File: config.mk
export PLATFORM = sky130hd
export DESIGN_NAME = div_unit
export DESIGN_NICKNAME = d
export VERILOG_FILES = /design/src/rtl/div_unit.sv
export SDC_FILE = /design/constraint.sdc
export NUM_CORES = 1
export LEC_CHECK = 0
export BUFFER_PORTS_ARGS = -buffer_cell sky130_fd_sc_hd__buf_2
export CORE_MARGIN = 2
export CORE_UTILIZATION = 55
export DETAILED_ROUTE_END_ITERATION = 10
export PLACE_DENSITY_LB_ADDON = 0.1
export RECOVER_POWER = 50
export SLEW_MARGIN = 15
export SYNTH_ARGS = -nofsm -noshare
export SYNTH_HDL_FRONTEND = slang
export SYNTH_SLANG_ARGS = --single-unit
File: constraint.sdc
create_clock -name clk_i -period 8.6 [get_ports clk_i]
set_input_delay 0.86 -clock clk_i [delete_from_list [all_inputs] [get_ports clk_i]]
set_output_delay 0.86 -clock clk_i [all_outputs]
set_load 0.01 [all_outputs]
File: src/rtl/div_unit.sv
// div_unit: multi-cycle radix-2 restoring divider for RV32M DIV/DIVU/REM/REMU.
// One operation in flight; valid/ready request in, valid/ready response out.
// Optional build macro: DIV_EARLY_OUT_EN (|dividend| < |divisor| completes at accept).
module div_unit #(
  parameter int DATA_W = 32
) (
  input  logic              clk_i,
  input  logic              rst_i,
  input  logic              req_valid_i,
  output logic              req_ready_o,
  input  logic [4:0]        op_i,
  input  logic [DATA_W-1:0] rs1_i,
  input  logic [DATA_W-1:0] rs2_i,
  input  logic [4:0]        rd_i,
  input  logic              flush_i,
  output logic              resp_valid_o,
  input  logic              resp_ready_i,
  output logic [DATA_W-1:0] result_o,
  output logic [4:0]        rd_o
);

  localparam int CNT_W = $clog2(DATA_W);

  typedef enum logic [1:0] {IDLE, CALC, DONE} state_t;

  state_t              state;
  logic [CNT_W-1:0]    cnt;
  logic [DATA_W-1:0]   dvd_q;
  logic [DATA_W-1:0]   dsr_q;
  logic [DATA_W-1:0]   quot_q;
  logic [DATA_W-1:0]   rem_q;
  logic                is_rem_q;
  logic                quo_neg_q;
  logic                rem_neg_q;

  logic                is_signed;
  logic                is_rem;
  logic                sign1;
  logic                sign2;
  logic [DATA_W-1:0]   mag1;
  logic [DATA_W-1:0]   mag2;
  logic                div_zero;
  logic                ovf;
  logic                early;
  logic                special;
  logic [DATA_W-1:0]   spec_result;

  logic [DATA_W:0]     shifted;
  logic [DATA_W:0]     diff;
  logic                ge;
  logic [DATA_W-1:0]   rem_next;
  logic [DATA_W-1:0]   quot_next;
  logic [DATA_W-1:0]   fixed_result;

  logic                unused_op_bits;
  assign unused_op_bits = ^op_i[4:2];

  // Accept-time decode: operand magnitudes and the cases that skip iteration
  always_comb begin
    is_signed = ~op_i[0];
    is_rem    = op_i[1];
    sign1     = is_signed & rs1_i[DATA_W-1];
    sign2     = is_signed & rs2_i[DATA_W-1];
    mag1      = sign1 ? -rs1_i : rs1_i;
    mag2      = sign2 ? -rs2_i : rs2_i;
    div_zero  = (rs2_i == '0);
    ovf       = is_signed && (rs1_i == {1'b1, {(DATA_W-1){1'b0}}}) && (rs2_i == '1);
`ifdef DIV_EARLY_OUT_EN
    early     = !div_zero && (mag1 < mag2);
`else
    early     = 1'b0;
`endif
    special   = div_zero | ovf | early;
    if (div_zero)
      spec_result = is_rem ? rs1_i : '1;
    else if (ovf)
      spec_result = is_rem ? '0 : {1'b1, {(DATA_W-1){1'b0}}};
    else
      spec_result = is_rem ? rs1_i : '0;
  end

  // One restoring-division step plus sign fix-up of the final step's values
  always_comb begin
    // remainder is widened by one bit so a divisor above 2^(W-1) cannot overflow the shift
    shifted      = {rem_q, dvd_q[DATA_W-1]};
    diff         = shifted - {1'b0, dsr_q};
    ge           = ~diff[DATA_W];
    rem_next     = ge ? diff[DATA_W-1:0] : shifted[DATA_W-1:0];
    quot_next    = {quot_q[DATA_W-2:0], ge};
    if (is_rem_q)
      fixed_result = rem_neg_q ? -rem_next : rem_next;
    else
      fixed_result = quo_neg_q ? -quot_next : quot_next;
  end

  // Control FSM with registered handshake outputs and datapath registers
  always_ff @(posedge clk_i or posedge rst_i) begin
    if (rst_i) begin
      state        <= IDLE;
      cnt          <= '0;
      dvd_q        <= '0;
      dsr_q        <= '0;
      quot_q       <= '0;
      rem_q        <= '0;
      is_rem_q     <= 1'b0;
      quo_neg_q    <= 1'b0;
      rem_neg_q    <= 1'b0;
      req_ready_o  <= 1'b1;
      resp_valid_o <= 1'b0;
      result_o     <= '0;
      rd_o         <= '0;
    end else begin
      case (state)
        IDLE: begin
          if (!flush_i && req_valid_i && req_ready_o) begin
            is_rem_q    <= is_rem;
            quo_neg_q   <= sign1 ^ sign2;
            rem_neg_q   <= sign1;
            dvd_q       <= mag1;
            dsr_q       <= mag2;
            quot_q      <= '0;
            rem_q       <= '0;
            rd_o        <= rd_i;
            req_ready_o <= 1'b0;
            if (special) begin
              result_o     <= spec_result;
              resp_valid_o <= 1'b1;
              state        <= DONE;
            end else begin
              cnt   <= CNT_W'(DATA_W-1);
              state <= CALC;
            end
          end
        end
        CALC: begin
          if (flush_i) begin
            req_ready_o <= 1'b1;
            state       <= IDLE;
          end else begin
            dvd_q  <= dvd_q << 1;
            quot_q <= quot_next;
            rem_q  <= rem_next;
            cnt    <= cnt - 1'b1;
            if (cnt == '0) begin
              result_o     <= fixed_result;
              resp_valid_o <= 1'b1;
              state        <= DONE;
            end
          end
        end
        DONE: begin
          if (flush_i || resp_ready_i) begin
            resp_valid_o <= 1'b0;
            req_ready_o  <= 1'b1;
            state        <= IDLE;
          end
        end
        default: begin
          req_ready_o  <= 1'b1;
          resp_valid_o <= 1'b0;
          state        <= IDLE;
        end
      endcase
    end
  end

endmodule

* Word level (Yosys, flattened, before mapping)
Index checks and enable logic that the tools add are counted.
** Word-level totals
- Register bits :: 176
- Input bits :: 79
- Output and inout port bits :: 39
- Logic and storage cells :: 98
** Cells by class
- $add $sub $neg :: 6
- Equal/unequal tests :: 12
- Mux-type cells :: 44
- Bitwise operators :: 6
- Reduce and logical (&&, ||, !) cells :: 17
** Operators with widths (number)
- 32-bit 2-to-1 mux :: 19
- 32-bit case mux with 2 select lines :: 3
- 32-bit negation :: 4
- 32-bit equality test, second input constant :: 2
- 31-bit case mux with 2 select lines :: 1
- 33-bit by 32-bit subtractor with 33-bit output :: 1
- 32-bit zero test :: 1
- 31-bit 2-to-1 mux :: 1
- 5-bit 2-to-1 mux :: 3
- 2-bit inequality test, second input constant :: 7
- 2-bit 2-to-1 mux :: 5
- 5-bit case mux with 2 select lines :: 1
- 5-bit AND reduction :: 2
- 3-bit AND reduction :: 3
- 1-bit 2-to-1 mux :: 8
- 1-bit case mux with 3 select lines :: 2
- 2-bit case mux with 3 select lines :: 1
- 5-bit zero test :: 1
- 5-bit by 1-bit subtractor with 5-bit output, second input constant :: 1
- 1-bit logical AND :: 4
- 4-bit AND reduction :: 1
- 3-bit inequality test, second input constant :: 1
- 1-bit bitwise AND :: 2
- 2-bit by 1-bit equality test with 1-bit output, second input constant :: 1
- 9 further kinds :: 10

* Depth between registers and ports, before layout
Gate-level depths: netlist of the first run.
- Depth in word-level cells :: 8
- Mapped depth :: 22
- Mapped depth without buffers :: 20

* Worst setup path after synthesis of the first run
No wires, ideal clock.
- Path kind :: flip-flop to flip-flop
- Start :: register dvd_q[31]
- End :: register result_o[28]
- Library setup time :: 103 ps
- Arrival time :: 4434 ps
- Required time :: 8497 ps
- Setup slack :: 4062 ps
- Stages on the path, launching flop included :: 23
- Path buffers :: 2
- Clock period less this slack :: 4538 ps
- Cells stage by stage :: dfrtp_1 inv_1 ha_1 fa_1 nand2b_1 a21o_1 a21oi_1 o211ai_1 nand3_2 nand2_4 inv_2 buf_2 buf_2 ha_1 nand3_1 or3_1 nand2b_1 nand2b_1 o31ai_1 xor2_1 o311ai_0 o21ai_0 o41ai_2
** Between the ends
- Cells in the longest elaborated chain, start to end :: 8
- Elaborated cells between the ends (all ways) :: 11
- Those cells by class :: 3 x add/sub; 7 x mux; 1 x bitwise
** Ends and longest elaborated chain
- start: declaration :: RTL line 28 : logic [DATA_W-1:0] dvd_q;
- start signal: assignment :: RTL line 119 : dvd_q <= mag1;
- start signal: assignment :: RTL line 140 : dvd_q <= dvd_q << 1;
- 33-bit by 32-bit subtractor with 33-bit output :: RTL line 86 : diff = shifted - {1'b0, dsr_q};
- 32-bit 2-to-1 mux or 1-bit inverter (tied branches) :: RTL line 88, 87
- 32-bit negation (on tied branches) :: RTL line 91, 93
- 32-bit 2-to-1 mux (on tied branches) :: RTL line 91, 93
- 32-bit 2-to-1 mux (*) :: RTL line 90 : if (is_rem_q)
- 32-bit 2-to-1 mux (*) :: RTL line 144 : if (cnt == '0) begin
- 32-bit 2-to-1 mux (*) :: RTL line 136 : if (flush_i) begin
- 32-bit case mux with 2 select lines (*) :: RTL line 113 : case (state)
- end signal: assignment :: RTL line 126 : result_o <= spec_result;
- end signal: assignment :: RTL line 145 : result_o <= fixed_result;
- end: declaration :: RTL line 18 : output logic [DATA_W-1:0] result_o,
Mark *: on every way between the ends. The rest lies on a longest branch, timed or not. The select of a mux whose other input is x is not followed.
A chain may end at the register's enable or synchronous reset.

* Worst setup path after layout of the first run
- Start :: input flush_i
- End :: register dvd_q[31]
** Between the ends
- Cells in the longest elaborated chain, start to end :: 5
- Elaborated cells between the ends (all ways) :: 6
- Those cells by class :: 2 x eq/ne; 4 x reduce/logical
** Ends and longest elaborated chain
- start: declaration :: RTL line 15 : input logic flush_i,
- 1-bit zero test :: RTL line 115 : if (!flush_i && req_valid_i && req_ready_o) begin
- 1-bit logical AND (2 in series) :: RTL line 115
- 2-bit inequality test (no line)
- 3-bit AND reduction (no line) (*)
Mark *: on every way between the ends. The rest lies on a longest branch, timed or not.

==> out/results.txt, run 1 <==
Final Non-Filler Cells -> 2104
Commonest non-fill, non-tap cells in the layout -> 250 x nand2_1, 196 x o21ai_0, 175 x dfrtp_1
Failing checks -> capacitance limit, slew limit
CTS tree -> done
Die Ht -> 161 um
Rel. slew slack -> -2.33
Design area -> 14800 um2
CP peak stage delay -> 2.82 ns
Starting Density -> 0.557
Reg2Reg Depth -> 19
Reg-to-reg endpoint -> result_o[26]
Num CTS Buffers -> 17
Core Area -> 24200 um2
CP top delay family -> buffers and inverters
CP endpoint kind -> flop
Post-synth EDFFs -> 0
Die Span X -> 161 um
Clk Latency, worst-skew pair -> 0.46 ns
Critical Path AT -> 6.69 ns
Post-CTS setup buffer count -> 0
Cts hold-fix bufs -> 0
DRT iter0 DRCs -> 1326
Commonest non-fill, non-tap cell in the layout -> nand2_1
R2R Path Start -> dvd_q[31]
Syn_area_per_cell -> 7.85 um2
RSZ-0062 raised after global routing -> false
Synth Cell Area -> 13500 um2
Synth warn -> 0
R2R Setup Slk -> 2.45 ns
FP Rows -> 57
Power Density -> 427 nW/um2
Slew Limit Fails -> 291
Area Overhead vs Synth -> 9.16%
Max Fclk -> 0.156 GHz
Bufs on Longest Clock Path -> 2
DR DRC count -> 0
Synth Flop Type -> dfrtp_1
Worst-margin pin slew -> 4.97 ns
Async SR Flop Fraction -> 1.00
Clock Skews -> 0.0261 ns
GPL Wtd Cong -> 0.925
H-tree Lvls -> 4
PostCTS Resize Cnt -> 0
Drt via density -> 6.34
Overall routing resource usage -> 0.336
Die area -> 25800 um2
Leak pwr -> 0.00633 uW
Final Critical Period -> 6.41 ns
Largest net degree at the start of global routing -> 111
Congestion Overflow GR -> 0
Wirelength per Cell -> 20.5 um
Worst hold start -> dsr_q[7]
Startpoint Class -> primary input
Syn Nets -> 1840
Vias in the first global route -> 12400
Peak supply drop -> 249 uV
DR pass1 iterations -> 5
Total wire length -> 43000 um
Port buffer count -> 114
Tightest Hold Check Type -> reg -> reg
Vias post-DR -> 13300
Dpl cell area -> 14200 um2
Outcome -> complete, but fails checks
Req. time, crit path -> 8.88 ns
Reg clk slew, reported paths -> 0.08 ns
Post-synth cell types -> 95
Cell mode on critical path -> clkbuf_1
# Max-Cap Violations -> 4
CP cell instances -> clkbuf_1 > nand3b_1 > or3_2 > clkbuf_1 > nand2_1 > nor2_1 > a31oi_1
Slowest cell on the critical path -> clkbuf_1
I/O pin total -> 118
Tcrit/Tclk final -> 0.745
# diodes -> 0
Inst Count DP -> 2072
Initial antenna violation count -> 2
Post-synthesis register bit count -> 176
Worst-path fanout max -> 97
WHS Path Cells -> 2
Clk Tree Root Cell -> clkbuf_16
CP Buf/Inv Count -> 2
Gate Count Post-Synth -> 1721
Layout cells sized above 1 -> 0.0910
Hold Violations, Final -> 0
Dpl hpwl -> 31600 um
Sequential area share after synthesis -> 0.326
Hold path endpoint -> dsr_q[7]
Final setup violation count -> 0
Setup Total Neg Slack -> 0 ns
First-pass GRT wire length -> 68900 um
WS Path Type -> in -> reg
DRT antenna net count -> 0
# clock sinks -> 176
NumNets Final -> 1886
[state kept, by name (all words and copies together) (netlist names)]
name / flops
dvd_q: 32
quot_q: 31
req_ready_o: 1
rem_q: 32
dsr_q: 32
state: 2
cnt: 5
rd_o: 5
quo_neg_q: 1
result_o: 32
is_rem_q: 1
rem_neg_q: 1
resp_valid_o: 1
[how the worst max path moves through the flow]
stage | startpoint | to | depth (start not counted)
final | flush_i | dvd_q[31] | 7
after detailed placement | dvd_q[31] | result_o[26] | 19
after global placement | dvd_q[31] | result_o[26] | 19
after CTS | dvd_q[31] | result_o[26] | 19
after global routing | flush_i | dvd_q[31] | 7
after floorplan | rst_i | cnt[0] | 1
[worst register-to-register path: cells and delay by family, from the launching register on]
kind | cells | cell delay, ns
adders and majority gates | 3 | 0.96
AOI/OAI and AO/OA | 6 | 1.71
xor gates and xnor gates | 1 | 0.11
and+or+nand+nor | 7 | 1.97
buffers and inverters | 2 | 0.73
DFF | 1 | 0.55
[cells in the mapped netlist (15+ instances only)]
cell type	count	area, um2
mux2i_1	26	260
a211oi_1	17	128
ha_1	39	488
o21ai_0	196	981
clkbuf_1	78	293
nand4_1	17	106
o211ai_1	17	128
inv_1	57	214
nand3_1	84	420
nor4_1	15	93.8
buf_2	16	80.1
a21oi_1	102	510
nor2_1	127	477
nand2_1	250	938
nor3_1	45	225
dfrtp_1	175	4380
xnor2_1	71	622
nand2b_1	15	93.8
a31oi_1	18	113
xor2_1	50	438
or3_1	33	206
o31ai_1	32	240
[metrics by stage]
stage / hold WS, ns / setup WS (ns) / power (uW) / util
CTS: 0.477 / 2.58 / 6250 / 0.611
floorplan: 0.450 / 2.97 / 4330 / -
global route: 0.508 / 1.40 / 6760 / 0.608
finish: 0.482 / 2.19 / 6290 / 0.608
detailed placement: 0.460 / 2.65 / 5420 / 0.586
global placement: 0.450 / 2.66 / 5350 / 0.586
[cell families after synthesis]
family / synth area share
AOI/OAI and AO/OA: 0.254
xor gates and xnor gates: 0.0784
adders and majority gates: 0.0376
buffers and inverters: 0.0473
DFF: 0.326
muxes: 0.0251
and+or+nand+nor: 0.232
[where the power goes]
group          total, uW  switching [uW]  internal (uW)  leakage [uW]
registers           1420             292           1120       0.00225
clock network        817             420            397      0.000298
logic               4060            2640           1420       0.00378
[cell type report]
type / count / area (um2)
fill: 2321 / 9500
multi-input combinational: 1386 / 8490
sequential: 176 / 4410
timing repair buffer: 127 / 613
clock buffer: 17 / 425
tap: 324 / 405
inverter: 59 / 223
clock inverter: 15 / 188
[routing by layer]
layer  GRT usage  part of all wire
met1       0.490              0.46
met2       0.516              0.44
met3      0.0519             0.070
met4       0.103             0.027
met5           0                 0
Power figures use the tool's default switching activity.
==> run 2, diff against run 1 <==
--- a/config.mk
+++ b/config.mk
@@ -5,6 +5,7 @@
 export SDC_FILE = /design/constraint.sdc
 export NUM_CORES = 1
 export LEC_CHECK = 0
+export ABC_AREA = 1
 export BUFFER_PORTS_ARGS = -buffer_cell sky130_fd_sc_hd__buf_2
 export CORE_MARGIN = 2
 export CORE_UTILIZATION = 55
==> constraint.sdc (replaced) <==
create_clock -name clk_i -period 5.45 [get_ports clk_i]
set_input_delay 0.545 -clock clk_i [delete_from_list [all_inputs] [get_ports clk_i]]
set_output_delay 0.545 -clock clk_i [all_outputs]
set_load 0.01 [all_outputs]
==> run 2 against run 1 <==
The run still ends with capacitance limit, slew limit left; combinational power grew 91%; non-clock buffer count is 1 lower; clock power increased by 52%; register-to-register slack worse by 1.8 ns; cell area rose by 5.4%; sequential share of layout area decreased by 1.5 points; count of clock-buffer cells in the layout stayed put; sequential power rose by 49%; total power grew 77%; area after synthesis increased by 5.9%; clock skew shrank 0.011 ns; die area rose by 5.7%; critical endpoint is now result_o[30]; largest power group unchanged; highest routed layer is now met5.
==> out/results.txt, run 2 <==
Largest area contributor in the netlist -> dfrtp_1
Area Overhead vs Synth -> 8.72%
GR peak layer -> met2
GRT met3 Usage -> 0.0437 (-0.00820)
DR pass1 iterations -> 6 (+1)
Final setup margin -> 0.612 ns (-1.58 ns)
Post-Place Worst Slack -> 0.815 ns (-1.83 ns)
Dpl cell area -> 15000 um2 (+5.8%)
Wirelength per Cell -> 17.1 um (-17%)
R2R Setup Slk -> 0.61 ns (-1.84 ns)
Worst hold start -> rd_i[4]
CP top delay family -> simple AND/OR/NAND/NOR gates
Cts hold-fix bufs -> 0 (unchanged)
H-tree Lvls -> 4 (unchanged)
Core Area -> 25800 um2 (+6.2%)
CP peak stage delay -> 0.44 ns (-2.38 ns)
Max Fclk -> 0.207 GHz
Synth top area share -> 0.306 (-0.0180)
Synth Cell Area -> 14300 um2 (+5.9%)
Clk Tree Root Cell -> clkbuf_16
Slew Limit Fails -> 116 (-60%)
Die Ht -> 165 um (+2.8%)
Synth top area cells -> dfrtp_1 31%, nand2_1 17%, inv_1 7.2%, o21ai_0 6.5%, nand3_1 5.9%
Commonest non-fill, non-tap cell in the layout -> nand2_1
Worst-path fanout max -> 36 (-63%)
CTS tree -> done
Final setup violation count -> 0 (unchanged)
Startpoint Class -> flop
# diodes -> 0 (unchanged)
# clock sinks -> 176 (unchanged)
Congestion Overflow GR -> 0 (unchanged)
RSZ-0062 raised after global routing -> false
R2R Path Start -> dsr_q[0]
Total wire length -> 45200 um (+4.9%)
Post-CTS setup buffer count -> 0 (unchanged)
Power Density -> 714 nW/um2 (+67%)
Drt via density -> 5.62 (-11%)
Commonest non-fill, non-tap cells in the layout -> 660 x nand2_1, 270 x inv_1, 198 x nor2_1
Sequential area share after synthesis -> 0.308 (-0.0181)
Leak pwr -> 0.00795 uW (+26%)
Gate Count Post-Synth -> 2238 (+30%)
Rel. slew slack -> -1.48 (+0.847)
DRT iter0 DRCs -> 1501 (+13%)
CP Buf/Inv Count -> 1 (-1)
First-pass GRT wire length -> 70800 um (+2.9%)
Worst-margin pin slew -> 3.71 ns (-1.26 ns)
Post-synth cell types -> 55 (-42%)
Async SR Flop Fraction -> 1.00 (unchanged)
Dpl hpwl -> 34300 um (+8.5%)
Reg clk slew, reported paths -> 0.08 ns (about the same)
Syn Nets -> 2357 (+28%)
Failing checks -> capacitance limit, slew limit
Post-synthesis register bit count -> 176 (unchanged)
Grt met2 use -> 0.519 (+0.00306)
Peak supply drop -> 676 uV (+170%)
Port buffer count -> 114 (unchanged)
Synth warn -> 0 (unchanged)
Bufs on Longest Clock Path -> 2 (unchanged)
Slowest cell on the critical path -> dfrtp_1
Synth Flop Type -> dfrtp_1
FP Rows -> 59 (+3.5%)
Setup Total Neg Slack -> 0 ns (unchanged)
CP endpoint kind -> flop
Top-count cell post-synth -> nand2_1
DRT antenna net count -> 0 (unchanged)
Overall routing resource usage -> 0.335 (-0.000743)
Outcome -> complete, but fails checks
Tcrit/Tclk final -> 0.888
# Max-Cap Violations -> 2 (-2)
Tightest Hold Check Type -> in -> reg
Req. time, crit path -> 5.79 ns (-3.09 ns)
Hold path endpoint -> rd_o[4]
GPL Wtd Cong -> 0.953 (+3.0%)
Initial antenna violation count -> 1 (-1)
Design area -> 15600 um2 (+5.4%)
Final Critical Period -> 4.84 ns
Hold Violations, Final -> 0 (unchanged)
Clk Latency, worst-skew pair -> 0.45 ns (about the same)
NumNets Final -> 2420 (+28%)
Vias in the first global route -> 13300 (+6.9%)
Reg2Reg Depth -> 29 (+10)
Post-synth EDFFs -> 0 (unchanged)
DR DRC count -> 0 (unchanged)
PostCTS Resize Cnt -> 0 (unchanged)
Layout cells sized above 1 -> 0.0985 (+0.00752)
Clock Skews -> 0.0152 ns (-0.0109 ns)
Cell mode on critical path -> nand2_1
I/O pin total -> 118 (unchanged)
Largest net degree at the start of global routing -> 92 (-17%)
Starting Density -> 0.555 (-0.00199)
Reg-to-reg endpoint -> result_o[30]
Vias post-DR -> 14900 (+12%)
Num CTS Buffers -> 17 (unchanged)
Syn_area_per_cell -> 6.39 um2 (-19%)
Commonest cells post-synth -> 660 x nand2_1, 273 x inv_1, 200 x nor2_1, 187 x o21ai_0, 175 x dfrtp_1
Critical Path AT -> 5.18 ns (-1.51 ns)
Die area -> 27300 um2 (+5.7%)
Die Span X -> 165 um (+2.8%)
WHS Path Cells -> 3 (+1)
Met1 GRT Util -> 0.490 (+0.000905)
WS Path Type -> reg -> reg
Design Power -> 11100 uW (+77%)
## run 2: cell types whose count changed after synthesis, sizes merged, moves of 21 or more
| cell | previous run | this run |
|---|---|---|
| inv | 58 | 290 |
| mux2i | 26 | 0 |
| nand3 | 85 | 174 |
| nand2 | 251 | 701 |
| xnor2 | 71 | 23 |
| o31ai | 32 | 11 |
| or3 | 34 | 0 |
| nor2 | 128 | 216 |
| o22ai | 4 | 29 |
| xor2 | 50 | 29 |
## run 2: cells by family (layout without fill, tap and decap cells)
group                      count (synthesis)  count (layout)  share of synthesized area
DFF                                      176             176                      0.308
and+or+nand+nor                         1196            1196                      0.366
adders and majority gates                 40              40                     0.0355
AOI/OAI and AO/OA                        401             401                      0.156
xor gates and xnor gates                  52              52                     0.0318
buffers and inverters                    373             449                      0.103
## run 2: tightest hold or removal path: stages
cell	delay, ns
buf_2	0.07
nand2_1	0.04
nand2_1	0.05
## run 2: how the worst max path moves through the flow
stage | start | endpoint | slack, ns | cells past startpoint
after global routing | dsr_q[0] | result_o[30] | 0.09 | 29
after CTS | dsr_q[0] | result_o[30] | 0.69 | 29
after floorplan | rst_i | cnt[0] | 0.13 | 1
final | dsr_q[0] | result_o[30] | 0.61 | 29
after detailed placement | dsr_q[0] | result_o[30] | 0.81 | 29
after global placement | dvd_q[31] | result_o[30] | 0.86 | 30
## run 2: area by class of cell
| class | instances | area [um2] |
|---|---|---|
| Timing Repair Buffer | 126 | 604 |
| Clock inverter | 15 | 160 |
| Multi-Input combinational cell | 1689 | 8450 |
| Clock buffer | 17 | 425 |
| Tap cell | 335 | 419 |
| Sequential cell | 176 | 4410 |
| Fill cell | 2581 | 10200 |
| Inverter | 291 | 1090 |
## run 2: per-stage QoR
step                      cells  hold WS, ns  utilization
after floorplan            2238        0.449            -
after global placement     2617        0.453        0.583
after detailed placement   2617        0.459        0.583
after CTS                  2649        0.272        0.606
after global routing       2649        0.300        0.604
final                      2649        0.295        0.604
## run 2: metal layers
| layer | vias to the layer above | wire [um] |
|---|---|---|
| met5 | - | 7 |
| met4 | 2 | 1100 |
| met2 | 560 | 20000 |
| met3 | 65 | 3250 |
| li1 | 7391 | - |
| met1 | 6872 | 20900 |
## run 2: power breakdown
group / internal [uW] / switching, uW / leakage [uW]
Sequential: 1790 / 321 / 0.00224
Clock: 616 / 627 / 0.000289
Combinational: 2280 / 5480 / 0.00541
==> run 3, diff against run 2 <==
--- a/config.mk
+++ b/config.mk
@@ -11,7 +11,6 @@
 export CORE_UTILIZATION = 55
 export DETAILED_ROUTE_END_ITERATION = 10
 export PLACE_DENSITY_LB_ADDON = 0.1
-export RECOVER_POWER = 50
 export SLEW_MARGIN = 15
 export SYNTH_ARGS = -nofsm -noshare
 export SYNTH_HDL_FRONTEND = slang
==> run 3 against run 2 <==
The flow now finishes without violations; utilization is 0.23 points higher; sequential power hardly changed; cell area is 0.39% higher; non-clock buffer count stayed put; count of clock-buffer cells in the layout stayed put; clock power hardly changed; sequential share of layout area is 0.11 points lower; via count hardly changed; critical path depth stayed put; register-to-register slack hardly changed; routed wire length hardly changed; first-iteration DRC count is 17% higher; critical endpoint unchanged; largest cell class unchanged; largest power group unchanged; highest routed layer unchanged.
==> out/results.txt, run 3 (synthesis gave the netlist of run 2 again) <==
Setup Total Neg Slack -> 0 ns (unchanged)
Leak pwr -> 0.00809 uW (+1.8%)
Fillers -> 2554 (-1.0%)
First-pass GRT wire length -> 70800 um (unchanged)
Initial antenna violation count -> 1 (unchanged)
Bufs on Longest Clock Path -> 2 (unchanged)
Commonest non-fill, non-tap cell in the layout -> nand2_1
Core Area -> 25800 um2 (unchanged)
Tcrit/Tclk final -> 0.887 (about the same)
# clock sinks -> 176 (unchanged)
# diodes -> 0 (unchanged)
Wirelength per Cell -> 17.1 um (about the same)
Fin Hold WS -> 0.198 ns (-0.0970 ns)
Clock Skews -> 0.0158 ns (+0.000568 ns)
FP Rows -> 59 (unchanged)
Cell mode on critical path -> nand2_1
Power Density -> 714 nW/um2 (about the same)
Num CTS Buffers -> 17 (unchanged)
Reg clk slew, reported paths -> 0.08 ns (about the same)
Port buffer count -> 114 (unchanged)
Drt via density -> 5.62 (about the same)
RSZ-0062 raised after global routing -> false
Congestion Overflow GR -> 0 (unchanged)
CP endpoint kind -> flop
Die Ht -> 165 um (unchanged)
Vias post-DR -> 14900 (-0.0067%)
Area Overhead vs Synth -> 9.14%
Clk Tree Root Cell -> clkbuf_16
Layout cells sized above 1 -> 0.116 (+0.0173)
Final setup margin -> 0.616 ns (+0.00390 ns)
Post-CTS setup buffer count -> 0 (unchanged)
Hold Violations, Final -> 0 (unchanged)
Slowest cell on the critical path -> dfrtp_1
Starting Density -> 0.555 (unchanged)
Worst-margin pin slew -> 1.17 ns (-2.53 ns)
WS Path Type -> reg -> reg
DR DRC count -> 0 (unchanged)
NumNets Final -> 2420 (unchanged)
Die area -> 27300 um2 (unchanged)
PostCTS Resize Cnt -> 0 (unchanged)
Largest net degree at the start of global routing -> 92 (unchanged)
CTS tree -> done
DR pass1 iterations -> 6 (unchanged)
DRT iter0 DRCs -> 1750 (+17%)
Outcome -> completed
Peak supply drop -> 701 uV (+3.8%)
Rel. slew slack -> 0.218 (+1.70)
Worst-path fanout max -> 36 (unchanged)
Critical Path AT -> 5.17 ns (about the same)
Max Fclk -> 0.207 GHz (about the same)
Final Critical Period -> 4.83 ns (-0.00390 ns)
Post-Place Worst Slack -> 0.815 ns (unchanged)
DRT antenna net count -> 0 (unchanged)
Commonest non-fill, non-tap cells in the layout -> 660 x nand2_1, 270 x inv_1, 198 x nor2_1
Overall routing resource usage -> 0.335 (unchanged)
Design Power -> 11100 uW (+0.30%)
Cts hold-fix bufs -> 0 (unchanged)
Clk Latency, worst-skew pair -> 0.45 ns (about the same)
Slew Limit Fails -> 0 (-100%)
# Max-Cap Violations -> 0 (-2)
GPL Wtd Cong -> 0.953 (unchanged)
Startpoint Class -> flop
Tightest Hold Check Type -> in -> async
Req. time, crit path -> 5.79 ns (about the same)
Vias in the first global route -> 13300 (unchanged)
Die Span X -> 165 um (unchanged)
H-tree Lvls -> 4 (unchanged)
Total wire length -> 45200 um (about the same)
CP peak stage delay -> 0.44 ns (about the same)
Dpl hpwl -> 34300 um (unchanged)
I/O pin total -> 118 (unchanged)
Final setup violation count -> 0 (unchanged)
==> run 3: cell types whose count changed in the layout (fill, tap and decap cells not counted), moves of 2 or more <==
cell	delta
clkbuf_1	-39
buf_2	+38
buf_4	+3
clkbuf_2	-2
==> run 3: path summary, 6_finish.rpt <==
kind / cells past startpoint / slack (ns) / endpoint / from
worst min register to register: 2 / 0.48 / result_o[29] / result_o[29]
worst max register to register: 29 / 0.62 / result_o[30] / dsr_q[0]
max in group asynchronous: 3 / 4.05 / rem_q[31] / rst_i
worst min-delay path: 2 / 0.20 / dsr_q[7] / rst_i
worst max-delay path: 29 / 0.62 / result_o[30] / dsr_q[0]
min in group clk_i: 3 / 0.30 / rd_o[4] / rd_i[4]
==> run 3: where the power goes <==
part	switching [uW]	total (uW)	leakage, uW	internal (uW)
registers	319	2110	0.00224	1790
clock network	629	1240	0.000289	616
logic	5480	7790	0.00555	2310
==> run 3: through the flow <==
| stage | area, um2 | cells | utilization |
|---|---|---|---|
| floorplan | 14300 | 2238 | - |
| global placement | 15000 | 2617 | 0.583 |
| detailed placement | 15000 | 2617 | 0.583 |
| CTS | 15600 | 2649 | 0.606 |
| global route | 15600 | 2649 | 0.606 |
| finish | 15600 | 2649 | 0.606 |
==> run 3: cell type report <==
type                       instances  area [um2]  area share
multi-input combinational       1689        8450       0.541
timing repair buffer             126         661      0.0423
tap                              335         419      0.0268
clock inverter                    15         160      0.0103
clock buffer                      17         425      0.0272
inverter                         291        1100      0.0703
sequential                       176        4410       0.282
==> run 3: worst max-delay path, delay by kind of cell, from the launching register on <==
family / cells / cell delay [ns]
AOI/OAI and AO/OA: 4 / 0.76
adders and majority gates: 3 / 0.89
buffers and inverters: 1 / 0.11
DFF: 1 / 0.44
and+or+nand+nor: 21 / 2.51
==> run 3: layer usage <==
layer / part of all wire / track usage
met1: 0.46 / 0.490
met2: 0.44 / 0.519
met3: 0.069 / 0.0437
met4: 0.024 / 0.0941
met5: 0.00015 / 0
